[config.mk]
export PLATFORM = sky130hd
export DESIGN_NAME = decode_stage
export DESIGN_NICKNAME = d
export VERILOG_FILES = /design/src/rtl/riscv_pkg.sv /design/src/rtl/imm_gen.sv /design/src/rtl/decode_stage.sv
export SDC_FILE = /design/constraint.sdc
export NUM_CORES = 1
export LEC_CHECK = 0
export ABC_AREA = 1
export CAP_MARGIN = 20
export CORE_MARGIN = 3
export CORE_UTILIZATION = 49
export CTS_BUF_LIST = sky130_fd_sc_hd__clkbuf_16
export CTS_CLUSTER_DIAMETER = 80
export CTS_CLUSTER_SIZE = 14
export DETAILED_ROUTE_END_ITERATION = 16
export PLACE_DENSITY = 0.87
export SLEW_MARGIN = 30
export SYNTH_ARGS = -nofsm -noshare
export SYNTH_HDL_FRONTEND = slang
export SYNTH_SLANG_ARGS = --single-unit
export TNS_END_PERCENT = 1
[constraint.sdc]
create_clock -name clk -period 7.6 [get_ports clk]
set_clock_uncertainty 0.05 [all_clocks]
set_input_delay 0.76 -clock clk [delete_from_list [all_inputs] [get_ports clk]]
set_output_delay 0.76 -clock clk [all_outputs]
set_load 0.005 [all_outputs]
[src/rtl/riscv_pkg.sv]
// Shared RV32I constants: opcodes, one-hot instruction indices, decoded-entry struct.
package riscv_pkg;
  localparam int XLEN      = 32;
  localparam int NUM_INSTR = 37;

  localparam logic [6:0] OP     = 7'b0110011;
  localparam logic [6:0] OP_IMM = 7'b0010011;
  localparam logic [6:0] LOAD   = 7'b0000011;
  localparam logic [6:0] STORE  = 7'b0100011;
  localparam logic [6:0] BRANCH = 7'b1100011;
  localparam logic [6:0] JAL    = 7'b1101111;
  localparam logic [6:0] JALR   = 7'b1100111;
  localparam logic [6:0] LUI    = 7'b0110111;
  localparam logic [6:0] AUIPC  = 7'b0010111;

  localparam int INSTR_ADD   = 0;
  localparam int INSTR_SUB   = 1;
  localparam int INSTR_XOR   = 2;
  localparam int INSTR_OR    = 3;
  localparam int INSTR_AND   = 4;
  localparam int INSTR_SLL   = 5;
  localparam int INSTR_SRL   = 6;
  localparam int INSTR_SRA   = 7;
  localparam int INSTR_SLT   = 8;
  localparam int INSTR_SLTU  = 9;
  localparam int INSTR_ADDI  = 10;
  localparam int INSTR_XORI  = 11;
  localparam int INSTR_ORI   = 12;
  localparam int INSTR_ANDI  = 13;
  localparam int INSTR_SLLI  = 14;
  localparam int INSTR_SRLI  = 15;
  localparam int INSTR_SRAI  = 16;
  localparam int INSTR_SLTI  = 17;
  localparam int INSTR_SLTIU = 18;
  localparam int INSTR_LB    = 19;
  localparam int INSTR_LH    = 20;
  localparam int INSTR_LW    = 21;
  localparam int INSTR_LBU   = 22;
  localparam int INSTR_LHU   = 23;
  localparam int INSTR_SB    = 24;
  localparam int INSTR_SH    = 25;
  localparam int INSTR_SW    = 26;
  localparam int INSTR_BEQ   = 27;
  localparam int INSTR_BNE   = 28;
  localparam int INSTR_BLT   = 29;
  localparam int INSTR_BGE   = 30;
  localparam int INSTR_BLTU  = 31;
  localparam int INSTR_BGEU  = 32;
  localparam int INSTR_JAL   = 33;
  localparam int INSTR_JALR  = 34;
  localparam int INSTR_LUI   = 35;
  localparam int INSTR_AUIPC = 36;

  typedef struct packed {
    logic [NUM_INSTR-1:0] instructions;
    logic [XLEN-1:0]      imm;
    logic [4:0]           rs1_addr;
    logic [4:0]           rs2_addr;
    logic [4:0]           rd_addr;
    logic [XLEN-1:0]      pc;
    logic                 illegal;
  } dec_t;
endpackage

[src/rtl/imm_gen.sv]
// Combinational immediate extraction; format chosen from the opcode.
module imm_gen
  import riscv_pkg::*;
#(
  parameter int XLEN = riscv_pkg::XLEN
) (
  input  logic [31:0]     instr,
  output logic [XLEN-1:0] imm
);
  logic [6:0] op;
  logic [2:0] f3;

  assign op = instr[6:0];
  assign f3 = instr[14:12];

  always_comb begin
    imm = '0;
    case (op)
      OP_IMM: begin
        // shift-immediates carry shamt, not a signed immediate
        if (f3 == 3'b001 || f3 == 3'b101) imm = {{(XLEN-5){1'b0}}, instr[24:20]};
        else                              imm = {{(XLEN-12){instr[31]}}, instr[31:20]};
      end
      LOAD, JALR: imm = {{(XLEN-12){instr[31]}}, instr[31:20]};
      STORE:      imm = {{(XLEN-12){instr[31]}}, instr[31:25], instr[11:7]};
      BRANCH:     imm = {{(XLEN-12){instr[31]}}, instr[7], instr[30:25], instr[11:8], 1'b0};
      JAL:        imm = {{(XLEN-20){instr[31]}}, instr[19:12], instr[20], instr[30:21], 1'b0};
      LUI, AUIPC: imm = {{(XLEN-32){instr[31]}}, instr[31:12], 12'b0};
      default:    imm = '0;
    endcase
  end
endmodule

[src/rtl/decode_stage.sv]
// RV32I decode stage: one-hot decode + single output register with valid/ready and flush.
module decode_stage
  import riscv_pkg::*;
#(
  parameter int XLEN = riscv_pkg::XLEN
) (
  input  logic                 clk,
  input  logic                 rst,
  input  logic                 in_valid,
  output logic                 in_ready,
  input  logic [31:0]          in_instr,
  input  logic [XLEN-1:0]      in_pc,
  input  logic                 flush,
  output logic                 out_valid,
  input  logic                 out_ready,
  output logic [NUM_INSTR-1:0] instructions,
  output logic [XLEN-1:0]      imm,
  output logic [4:0]           rs1_addr,
  output logic [4:0]           rs2_addr,
  output logic [4:0]           rd_addr,
  output logic [XLEN-1:0]      out_pc,
  output logic                 illegal
);
  logic [6:0]           op;
  logic [2:0]           f3;
  logic [6:0]           f7;
  logic [NUM_INSTR-1:0] oh;
  logic [XLEN-1:0]      imm_raw;
  logic                 f7_zero, f7_alt;
  dec_t                 dec_d, dec_q;
  logic                 vld_q;

  assign op      = in_instr[6:0];
  assign f3      = in_instr[14:12];
  assign f7      = in_instr[31:25];
  assign f7_zero = (f7 == 7'b0000000);
  assign f7_alt  = (f7 == 7'b0100000);

  imm_gen #(.XLEN(XLEN)) u_imm (.instr(in_instr), .imm(imm_raw));

  always_comb begin
    oh = '0;
    case (op)
      OP: case (f3)
        3'b000: begin oh[INSTR_ADD] = f7_zero; oh[INSTR_SUB] = f7_alt; end
        3'b001: oh[INSTR_SLL]  = f7_zero;
        3'b010: oh[INSTR_SLT]  = f7_zero;
        3'b011: oh[INSTR_SLTU] = f7_zero;
        3'b100: oh[INSTR_XOR]  = f7_zero;
        3'b101: begin oh[INSTR_SRL] = f7_zero; oh[INSTR_SRA] = f7_alt; end
        3'b110: oh[INSTR_OR]   = f7_zero;
        default: oh[INSTR_AND] = f7_zero;
      endcase
      OP_IMM: case (f3)
        3'b000: oh[INSTR_ADDI]  = 1'b1;
        3'b001: oh[INSTR_SLLI]  = f7_zero;
        3'b010: oh[INSTR_SLTI]  = 1'b1;
        3'b011: oh[INSTR_SLTIU] = 1'b1;
        3'b100: oh[INSTR_XORI]  = 1'b1;
        3'b101: begin oh[INSTR_SRLI] = f7_zero; oh[INSTR_SRAI] = f7_alt; end
        3'b110: oh[INSTR_ORI]   = 1'b1;
        default: oh[INSTR_ANDI] = 1'b1;
      endcase
      LOAD: case (f3)
        3'b000: oh[INSTR_LB]  = 1'b1;
        3'b001: oh[INSTR_LH]  = 1'b1;
        3'b010: oh[INSTR_LW]  = 1'b1;
        3'b100: oh[INSTR_LBU] = 1'b1;
        3'b101: oh[INSTR_LHU] = 1'b1;
        default: ;
      endcase
      STORE: case (f3)
        3'b000: oh[INSTR_SB] = 1'b1;
        3'b001: oh[INSTR_SH] = 1'b1;
        3'b010: oh[INSTR_SW] = 1'b1;
        default: ;
      endcase
      BRANCH: case (f3)
        3'b000: oh[INSTR_BEQ]  = 1'b1;
        3'b001: oh[INSTR_BNE]  = 1'b1;
        3'b100: oh[INSTR_BLT]  = 1'b1;
        3'b101: oh[INSTR_BGE]  = 1'b1;
        3'b110: oh[INSTR_BLTU] = 1'b1;
        3'b111: oh[INSTR_BGEU] = 1'b1;
        default: ;
      endcase
      JAL:   oh[INSTR_JAL]   = 1'b1;
      JALR:  oh[INSTR_JALR]  = (f3 == 3'b000);
      LUI:   oh[INSTR_LUI]   = 1'b1;
      AUIPC: oh[INSTR_AUIPC] = 1'b1;
      default: ;
    endcase
  end

  always_comb begin
    dec_d              = '0;
    dec_d.instructions = oh;
    dec_d.illegal      = ~(|oh);
    dec_d.imm          = (|oh) ? imm_raw : '0;
    dec_d.rs1_addr     = in_instr[19:15];
    dec_d.rs2_addr     = in_instr[24:20];
    dec_d.rd_addr      = in_instr[11:7];
    dec_d.pc           = in_pc;
  end

  assign in_ready = !vld_q || out_ready;

  // flush wins over both accept and consume; data holds when valid drops
  always_ff @(posedge clk or posedge rst) begin
    if (rst) begin
      vld_q <= 1'b0;
      dec_q <= '0;
    end else if (flush) begin
      vld_q <= 1'b0;
    end else if (in_valid && in_ready) begin
      vld_q <= 1'b1;
      dec_q <= dec_d;
    end else if (out_ready) begin
      vld_q <= 1'b0;
    end
  end

  assign out_valid    = vld_q;
  assign instructions = dec_q.instructions;
  assign imm          = dec_q.imm;
  assign rs1_addr     = dec_q.rs1_addr;
  assign rs2_addr     = dec_q.rs2_addr;
  assign rd_addr      = dec_q.rd_addr;
  assign out_pc       = dec_q.pc;
  assign illegal      = dec_q.illegal;
endmodule

; After elaboration in Yosys (flattened, before gate mapping)
; Index checks and enable logic that the tools add are counted.
[op_classes]
addsub = 0
mul = 0
div = 0
n_lt_le_gt_ge = 0
eq_ne = 17
shift = 0
muxes = 32
bitwise_logic = 2
reduce_logical = 12
[ops]
columns = operator, count
row1 = $pmux W32 S6, 1
row2 = $mux W32, 2
row3 = $reduce_or A37 Y1, 1
row4 = $eq A7 B6 Y1 const B, 4
row5 = $mux W1, 22
row6 = $eq A7 B7 Y1 const B, 3
row7 = $eq A7 B5 Y1 const B, 2
row8 = $eq A3 B3 Y1 const B, 4
row9 = $mux W10, 1
row10 = $mux W9, 1
row11 = $eq A7 B2 Y1 const B, 1
row12 = $logic_not A7 Y1, 1
row13 = $reduce_or A7 Y1, 1
row14 = $eq A3 B2 Y1 const B, 2
row15 = $mux W6, 1
row16 = $mux W5, 1
row17 = $mux W2, 2
row18 = $reduce_or A2 Y1, 2
row19 = $eq A3 B1 Y1 const B, 1
row20 = $logic_not A3 Y1, 1
row21 = $mux W3, 1
row22 = $reduce_bool A3 Y1, 1
row23 = $logic_or A1 B1 Y1, 2
row24 = $not A1 Y1, 2
row25 = other kinds (3), 3
[totals]
reg_bits = 118
latch_bits = 0
ram_bits = 0
rom_bits = 0
inputBits = 69
out_inout_bits = 119
wordCells = 71
memories = 0

; Depth between registers and ports, before layout
[depth]
ltp_word = 6
depth_mapped = 15
mapped_depth_nobuf = 13

; Hierarchy
; A second synthesis with hierarchy kept.
[unflattened]
hier_cells = 881
area_unflattened_um2 = 6219.7
[by_module_without_submodules]
columns = module, instances, cells_per_inst, area_each_um2, seq_area_each_um2
row1 = decode_stage, 1, 657, 5168.7, 2952.8
row2 = imm_gen, 1, 224, 1051.0, 0.0

; Worst setup path before layout
; Ideal clock, no wire load.
[synth_timing]
path_kind = in2reg
from = input in_instr[12]
to = register dec_q, in the netlist imm[10]
setup_time_ns = 0.117
arrival_time_ns = 1.906
required_ns = 7.433
setup_slack_ns = 5.527
path_stages = 13
n_path_buf = 1
path_cell_list = inv_1 -> nand2_1 -> nor2_1 -> inv_1 -> nand3_1 -> nand2_1 -> inv_1 -> nand2_1 -> nor2_1 -> nand2_2 -> buf_4 -> nand2_1 -> nand2_1
[synth_via]
elab_chain_len = 6
elab_cells_between_ends = 37
cone_classes = eq/ne: 7 / mux: 26 / reduce/logical: 4
[synth_rtl]
columns = item, line_no
row1 = "start, declared", decode_stage.sv:11  ; input logic [31:0] in_instr,
row2 = $eq A3 B3 Y1 (tied with other cells), "decode_stage.sv:44, decode_stage.sv:54, decode_stage.sv:78"
row3 = $reduce_or A7 Y1 (no line), -
row4 = "$mux W1, on equally long branches", "decode_stage.sv:44, decode_stage.sv:54"
row5 = $mux W10 / $mux W9 (equally long branches), decode_stage.sv:43  ; case (op)
row6 = $reduce_or A37 Y1, decode_stage.sv:99  ; dec_d.imm = (|oh) ? imm_raw : '0;
row7 = $mux W32 *, decode_stage.sv:99
row8 = "end signal, assigned", decode_stage.sv:112  ; dec_q <= '0;
row9 = "end signal, assigned", decode_stage.sv:117  ; dec_q <= dec_d;
row10 = "end, declared", decode_stage.sv:30  ; dec_t dec_d, dec_q;
; Every way passes the cells marked *; elsewhere a longest branch is shown, timed or not.
; A chain may end at the register's enable or synchronous reset.

; Final worst setup path
[layout_timing]
from = input in_instr[1]
to = register dec_q, in the netlist imm[15]
[layout_via]
elab_chain_len = 4
elab_cells_between_ends = 23
cone_classes = eq/ne: 9 / mux: 11 / reduce/logical: 3
[layout_rtl]
columns = item, line_no
row1 = $eq A7 B6 Y1 (tied with other cells), decode_stage.sv:43
row2 = $mux W10 (tied with other cells), decode_stage.sv:43
row3 = $reduce_or A37 Y1 / $pmux W32 S6 (equally long branches), "decode_stage.sv:99, imm_gen.sv:18"
row4 = $mux W32 *, decode_stage.sv:99
; Marked as above.

==> flow_summary_export.csv <==
group,metric,value,unit
global_route,grt_max_degree,88,
drt,drtIter0Drc,436,
clocking,cts_buffers,17,
flow_run,drv_cap,0,
clocking,clockBufferDepth,2,
die,fp.coreArea,10500,µm²
die,rows,37,
die,die_h,111,µm
placement,dp_hpwl,11.6,mm
worst_setup_path,cp-start-kind,"input port",
drt,postRouteAntennaNets,0,
clocking,tritoncts,"built",
die,io_pins,188,
clocking,insertion_delay,0.41,ns
synth,ys_ff_latch,118,
global_route,grt_pass1_vias,5381,
drt,firstDrtPassIters,7,
synth,ys_top_cells_by_count,"307 x nand2_1, 118 x dfrtp_1, 87 x nor2_1",
drt,detail_route.wirelength,16.2,mm
global_route,antenna_found_initial,1,
sta,drv_slew,0,
synth,synth_area_per_cell,7.71,µm²
synth,ys.flop_type,"dfrtp_1",
synth,synth_area_leaders,"dfrtp_1 55%, nand2_1 21%, nor2_1 6.0%",
sta,fmax,305,MHz
sta,rsz0062_at_grt,"no",
layout,layout.nets,948,
placement,gp_congestion,0.912,
global_route,grt_pass1_wl,27.0,mm
sta,setup_violations,0,
sta,hold_viol,0,
clocking,cts_hold_buffers,0,
clocking,clkSinkCount,118,
worst_setup_path,arrival,3.57,ns
clocking,cts_setup_buffers,0,
die,die_x,111,µm
synth,netlist_instances,700,
synth,synth_top_area_share,54.7,%
die,dieArea,12300,µm²
synth,synth_area_leader_cell,"dfrtp_1",
synth,synthArstFlopShare,100,%
worst_setup_path,path_max_fanout,32,
placement,place_area,7330,µm²
synth,synthMostInstantiatedCell,"nand2_1",
layout,area_growth,46.0,%
pwr,p_per_area,207,nW/µm²
worst_setup_path,end_kind,"register",
layout,drive_gt1_share,5.94,%
synth,synthDistinctLibCells,26,
clocking,htree_levels,4,
placement,port_buffers,187,
die,start_util,51.4,%
synth,syn_nets,769,
layout,fin_area,7880,µm²
clocking,root_buffer,"clkbuf_16",
drt,vias,5409,
clocking,clk_pin_slew,0.06,ns
worst_setup_path,crit_required,7.88,ns
layout,final_util,75.0,%
worst_setup_path,path_class,"in -> reg",
min_path,hp-class,"reg -> reg",
outcome,status,"finished clean",
global_route,track_usage,27.0,%
sta,worst_slew_pin_slew,0.740,ns
sta,relSlewSlack,50.7,%
clocking,cts_resized,0,
synth,syn-cell-area,5400,µm²
sta,tns,0,ns
sta,period_share,43.2,%
pwr,leakage,3.75,nW
pwr,p_total,1.63,mW
synth,ys_warn_count,0,
synth,synth_edf_count,0,
drt,viasPerCell,5.26,
drt,routedWlPerCell,15.8,µm
drt,remaining_drc_errors,0,
synth,ys_seq_area_share,54.7,%
global_route,overflow,0,
sta,period_needed,3.28,ns
pwr,max-vdd-ir-drop,150,µV
==> critical path: stages <==
cell,delay (ns)
clkdlybuf4s50_1,0.47
nand2_1,0.13
nor2_1,0.60
nand3_1,0.39
inv_1,0.22
o21ai_1,0.11
nand3_1,0.10
nor2_1,0.07
nand2_2,0.44
nand2_1,0.14
nand2_1,0.12
==> power by group <==
group | internal, mW | switching (mW) | total [mW]
combinational | 0.118 | 0.102 | 0.220
sequential | 0.668 | 0.0228 | 0.691
clock | 0.442 | 0.279 | 0.721
==> metal layers <==
| metal | routed length, µm | track usage, % | up-vias |
|---|---|---|---|
| li1 | - | - | 2549 |
| met5 | 0 | 0 | - |
| met1 | 6380 | 33.0 | 2511 |
| met3 | 1880 | 10.1 | 38 |
| met2 | 7510 | 43.2 | 311 |
| met4 | 473 | 11.3 | 0 |
==> through the flow <==
| stage | setup WS, ns | hold slack, ns | instances |
|---|---|---|---|
| after floorplan | 3.66 | 0.415 | 700 |
| after global placement | 4.05 | 0.403 | 996 |
| after detailed placement | 3.94 | 0.409 | 996 |
| after CTS | 4.37 | 0.424 | 1028 |
| after global routing | 4.17 | 0.439 | 1029 |
| final | 4.32 | 0.421 | 1029 |
==> placed cells by master, fill, tap and decap left out, drive strengths merged, types with 6 or more instances in the layout <==
cell / count
dfrtp: 118
clkbuf: 17
nor2: 92
clkinv: 8
clkinvlp: 6
nand3: 24
inv: 40
o21ai: 61
clkdlybuf4s50: 187
nand2: 311
==> flip-flops by register name, indices dropped and copies added (netlist names) <==
name / cells
rs1_addr: 5
instructions: 37
out_pc: 32
imm: 32
rd_addr: 5
out_valid: 1
rs2_addr: 5
illegal: 1
==> worst paths after layout <==
kind                                          to  slack [ns]         from  cells past startpoint
worst max-delay path                     imm[15]        4.32  in_instr[1]                     11
worst min-delay path                   out_pc[2]        0.42    out_pc[2]                      2
worst max register to register  instructions[16]        4.93    out_valid                      7
worst min register to register         out_pc[2]        0.42    out_pc[2]                      2
max in group asynchronous            rs1_addr[3]        5.53          rst                      3
min in group asynchronous             out_pc[24]        0.77          rst                      2
==> cell type report <==
cell class / count / area (µm²)
Antenna cell: 1 / 2.50
Inverter: 40 / 155
Clock buffer: 17 / 425
Clock inverter: 15 / 115
Fill cell: 733 / 2630
Timing Repair Buffer: 190 / 1890
Sequential cell: 118 / 2950
Multi-Input combinational cell: 512 / 2170
Tap cell: 136 / 170
==> cells by family after synthesis <==
kind of cell    after synthesis  synth area share [%]
simple gates                434                  32.1
buf+inv                      70                  5.56
flops                       118                  54.7
compound gates               78                  7.62
Power figures use the tool's default switching activity.
